[src/rtl/run_continue_ctrl.sv]
// Run/Continue front-panel controller: key sync/debounce, strobes, pause LED, combo reset.
// Define RUNCTL_DEBOUNCE_EN to insert the per-key debouncer after the synchronizer.
module run_continue_ctrl #(
    parameter int unsigned DEBOUNCE_CYCLES = 16
) (
    input  logic       Clk,
    input  logic       Reset,
    input  logic       Run,
    input  logic       Continue,
    input  logic       pause_req,
    input  logic [9:0] pause_code,
    output logic       run_pulse,
    output logic       cont_ack,
    output logic       cpu_reset,
    output logic       paused,
    output logic [9:0] LED
);

    typedef enum logic [2:0] {
        S_IDLE,
        S_RUNNING,
        S_PAUSED,
        S_WAIT_REL,
        S_COMBO
    } state_t;

    // bit 0 = Run key, bit 1 = Continue key; 1 = released
    logic [1:0] w_raw;
    logic [1:0] r_sync1;
    logic [1:0] r_sync2;
    logic [1:0] w_deb;
    logic [1:0] r_lvl;
    logic [1:0] r_press;

    state_t     r_state;
    state_t     w_next;
    logic       w_run_pulse;
    logic       w_cont_ack;
    logic       w_load_led;

    logic       r_run_pulse;
    logic       r_cont_ack;
    logic       r_cpu_reset;
    logic       r_paused;
    logic [9:0] r_led;

    assign w_raw = {Continue, Run};

    always_ff @(posedge Clk) begin
        if (Reset) begin
            r_sync1 <= 2'b11;
            r_sync2 <= 2'b11;
        end else begin
            r_sync1 <= w_raw;
            r_sync2 <= r_sync1;
        end
    end

`ifdef RUNCTL_DEBOUNCE_EN
    localparam int CW = (DEBOUNCE_CYCLES > 2) ? $clog2(DEBOUNCE_CYCLES) : 1;

    logic [CW-1:0] r_cnt [2];
    logic [1:0]    r_deb;

    always_ff @(posedge Clk) begin
        if (Reset) begin
            r_deb <= 2'b11;
            for (int k = 0; k < 2; k++) begin
                r_cnt[k] <= '0;
            end
        end else begin
            for (int k = 0; k < 2; k++) begin
                if (r_sync2[k] == r_deb[k]) begin
                    r_cnt[k] <= '0;
                end else if (r_cnt[k] == CW'(DEBOUNCE_CYCLES - 1)) begin
                    r_deb[k] <= r_sync2[k];
                    r_cnt[k] <= '0;
                end else begin
                    r_cnt[k] <= r_cnt[k] + CW'(1);
                end
            end
        end
    end

    assign w_deb = r_deb;
`else
    logic w_unused_cfg;

    assign w_unused_cfg = (DEBOUNCE_CYCLES > 1);
    assign w_deb        = r_sync2;
`endif

    // Level and press event are aligned so the FSM sees both on one edge
    always_ff @(posedge Clk) begin
        if (Reset) begin
            r_lvl   <= 2'b11;
            r_press <= 2'b00;
        end else begin
            r_lvl   <= w_deb;
            r_press <= r_lvl & ~w_deb;
        end
    end

    always_comb begin
        w_next      = r_state;
        w_run_pulse = 1'b0;
        w_cont_ack  = 1'b0;
        w_load_led  = 1'b0;
        if (r_lvl == 2'b00) begin
            w_next = S_COMBO;
        end else begin
            case (r_state)
                S_IDLE: begin
                    if (r_press[0]) begin
                        w_run_pulse = 1'b1;
                        w_next      = S_RUNNING;
                    end
                end
                S_RUNNING: begin
                    if (pause_req) begin
                        w_load_led = 1'b1;
                        w_next     = S_PAUSED;
                    end
                end
                S_PAUSED: begin
                    if (r_press[1]) begin
                        w_cont_ack = 1'b1;
                        w_next     = S_WAIT_REL;
                    end
                end
                S_WAIT_REL: begin
                    if (!pause_req && r_lvl[1]) begin
                        w_next = S_RUNNING;
                    end
                end
                S_COMBO: begin
                    if (r_lvl == 2'b11) begin
                        w_next = S_IDLE;
                    end
                end
                default: begin
                    w_next = S_IDLE;
                end
            endcase
        end
    end

    always_ff @(posedge Clk) begin
        if (Reset) begin
            r_state     <= S_IDLE;
            r_run_pulse <= 1'b0;
            r_cont_ack  <= 1'b0;
            r_cpu_reset <= 1'b0;
            r_paused    <= 1'b0;
            r_led       <= 10'h000;
        end else begin
            r_state     <= w_next;
            r_run_pulse <= w_run_pulse;
            r_cont_ack  <= w_cont_ack;
            r_cpu_reset <= (w_next == S_COMBO);
            r_paused    <= (w_next == S_PAUSED) || (w_next == S_WAIT_REL);
            if (w_load_led) begin
                r_led <= pause_code;
            end
        end
    end

    assign run_pulse = r_run_pulse;
    assign cont_ack  = r_cont_ack;
    assign cpu_reset = r_cpu_reset;
    assign paused    = r_paused;
    assign LED       = r_led;

endmodule

[config.mk]
export PLATFORM = sky130hd
export DESIGN_NAME = run_continue_ctrl
export DESIGN_NICKNAME = d
export VERILOG_FILES = /design/src/rtl/run_continue_ctrl.sv
export SDC_FILE = /design/constraint.sdc
export NUM_CORES = 1
export LEC_CHECK = 0
export BUFFER_PORTS_ARGS = -buffer_cell sky130_fd_sc_hd__buf_2
export CORE_ASPECT_RATIO = 2
export CORE_MARGIN = 10
export CORE_UTILIZATION = 30
export DETAILED_ROUTE_END_ITERATION = 12
export PLACE_DENSITY = 0.5
export SYNTH_ARGS = -nofsm -noshare
export SYNTH_HDL_FRONTEND = slang
export SYNTH_SLANG_ARGS = --single-unit
[constraint.sdc]
create_clock -name Clk -period 1.9 [get_ports Clk]
set_clock_uncertainty 0.15 [all_clocks]
set_input_delay 0.285 -clock Clk [delete_from_list [all_inputs] [get_ports Clk]]
set_output_delay 0.285 -clock Clk [all_outputs]
set_load 0.03 [all_outputs]
==> results.sh <==
export IMPL_root_buffer="clkbuf_8"
export IMPL_synth_nets=103
export IMPL_power_leakage_nw=0.494
export IMPL_critPathLaunchType="flip-flop"
export IMPL_avgSynthCellArea_um2=10.3
export IMPL_cts_buffer_depth=2
export IMPL_crit_arrival_ps=1440
export IMPL_hold_class="in -> reg"
export IMPL_tightestPinTransition_ps=350
export IMPL_grt_overflow=0
export IMPL_clock_latency_ps=260
export IMPL_fillers=318
export IMPL_cts_resized_gates=0
export IMPL_synth_seq_area_share_pct=55.3
export IMPL_place_hpwl_um=1450
export IMPL_synth_seq_cells=25
export IMPL_drt_vias_per_instance=4.49
export IMPL_row_count=28
export IMPL_finalHoldViolations=0
export IMPL_finalMaxSlewViolations=0
export IMPL_grt_max_degree=30
export IMPL_multiInputGateArea_um2=379
export IMPL_cts_htree_levels=1
export IMPL_required_ps=1950
export IMPL_drtIter0Drc=9
export IMPL_initial_utilization_pct=30.7
export IMPL_cts_num_sinks=25
export IMPL_wirelength_um=1870
export IMPL_fin_crit_sh_pct=72.8
export IMPL_die_w_um=58.8
export IMPL_insertedDiodeCount=0
export IMPL_drc=0
export IMPL_core_um2=2940
export IMPL_maxCapViolCount=0
export IMPL_synth_area_um2=905
export IMPL_crit_fanout=7
export IMPL_via_count=660
export IMPL_path_class="reg -> reg"
export IMPL_fin_crit_ps=1380
export IMPL_power_mw=0.914
export IMPL_fin_tns_setup_ps=0
export IMPL_post_cts_buffers=0
export IMPL_p_per_area_nw_per_um2=815
export IMPL_ios=29
export IMPL_fmax_ghz=0.723
export IMPL_dieArea_um2=5750
export IMPL_seq_area_um2=500
export IMPL_rsz0062_at_grt="no"
export IMPL_ctsHoldBuffers=0
export IMPL_synth_cells=88
export IMPL_path_clk_slew_ps=80
export IMPL_status="completed"
export IMPL_numCtsBuffers=3
export IMPL_drive_above_1_share_pct=35.0
export IMPL_yosys_warnings=0
export IMPL_firstDrtPassIters=4
export IMPL_io_buffers=28
export IMPL_grt_pass1_vias=716
export IMPL_finalSetupViolCount=0
export IMPL_synthToLayoutAreaGrowth_pct=23.9
export IMPL_endpoint_kind="flip-flop"
export IMPL_avgRoutedWirePerCell_um=12.7
export IMPL_cts_tree="yes"
export IMPL_grt_pass1_wl_um=3060
export IMPL_nets=133
export IMPL_track_usage_pct=6.69
export IMPL_ant_nets=0
export IMPL_yosysUniqueCellTypes=19
export IMPL_grt_antenna_before_repair=0
export IMPL_routabilityCongestion=0.799
export IMPL_fp_dieH_um=97.7
export IMPL_slew_headroom_pct=76.7
export IMPL_ir_drop_v=0.000342
flip-flops by register name, indices dropped and copies added (netlist names):
| signal | cells |
|---|---|
| run_pulse | 1 |
| LED | 10 |
| r_sync2 | 2 |
| r_press | 2 |
| r_lvl | 2 |
| r_sync1 | 2 |
| cont_ack | 1 |
| r_state | 3 |
| paused | 1 |
| cpu_reset | 1 |
routing by layer:
| layer | global-route usage [%] | vias to the layer above | part of all wire (%) | wire [µm] |
|---|---|---|---|---|
| met5 | 0 | - | 0 | 0 |
| met4 | 4.80 | 0 | 2.6 | 48 |
| met3 | 2.75 | 4 | 6.1 | 114 |
| met2 | 11.9 | 19 | 53 | 988 |
| met1 | 5.46 | 299 | 38 | 719 |
| li1 | - | 338 | - | - |
stage by stage:
step / hold slack, ps / cells / worst slack, ps / util (%) / area [µm²]
floorplan: 239 / 88 / 598 / - / 905
CTS: 44.8 / 147 / 507 / 38.1 / 1120
global placement: 251 / 143 / 491 / 36.6 / 1080
detailed placement: 250 / 143 / 471 / 36.6 / 1080
finish: 48.9 / 147 / 517 / 38.1 / 1120
global route: 45.1 / 147 / 413 / 38.1 / 1120
kinds of logic after synthesis:
| kind of cell | after synthesis | share of synthesized area, % |
|---|---|---|
| flops | 25 | 55.3 |
| fa+ha+maj | 1 | 1.24 |
| buf+inv | 7 | 3.32 |
| compound gates | 5 | 3.60 |
| simple gates | 40 | 25.4 |
| mux | 10 | 11.1 |
power by group:
| group | switching (mW) | internal, mW | total [mW] |
|---|---|---|---|
| Clock | 0.158 | 0.150 | 0.308 |
| Combinational | 0.0324 | 0.0319 | 0.0643 |
| Sequential | 0.00649 | 0.536 | 0.542 |
| Total | 0.197 | 0.717 | 0.914 |
worst max-delay path, cell delays in order (launching register included):
cell	delay (ps)
dfxtp_1	380
or3b_1	400
maj3_2	320
nor2_1	80
worst paths after layout:
path	slack, ps	depth (start not counted)	start	to
worst max-delay path	520	3	r_state[1]	r_state[2]
worst min-delay path	50	2	Continue	r_sync1[1]
worst max register to register	520	3	r_state[1]	r_state[2]
worst min register to register	270	1	r_sync1[0]	r_sync2[0]
cells in the mapped netlist:
cell type	n	area (µm²)
o21bai_1	1	7.51
or2_2	7	43.8
nor2_1	6	22.5
or3b_1	1	8.76
buf_4	1	7.51
nor4b_1	1	8.76
maj3_2	1	11.3
inv_1	3	11.3
dfxtp_1	25	500
a21oi_1	1	5.00
nand2_1	3	11.3
clkbuf_1	2	7.51
nor3_1	2	10.0
mux2i_1	10	100
a21boi_0	1	7.51
nand2b_1	20	125
buf_1	1	3.75
o21ai_0	1	5.00
o211ai_1	1	7.51
layout make-up:
| class | count | share of cell area [%] |
|---|---|---|
| Sequential cell | 25 | 44.6 |
| Multi-Input combinational cell | 56 | 33.8 |
| Timing Repair Buffer | 29 | 13.2 |
| Clock buffer | 4 | 4.02 |
| Tap cell | 30 | 3.35 |
| Inverter | 3 | 1.00 |
cells in the final DEF, fill, tap and decap left out, types with 3 or more instances in the layout:
cell type / n
nand2b_1: 20
clkbuf_8: 3
inv_1: 3
or2_2: 7
dfxtp_1: 25
buf_2: 28
mux2i_1: 10
nor2_1: 6
nand2_1: 3
Power figures use the tool's default switching activity.
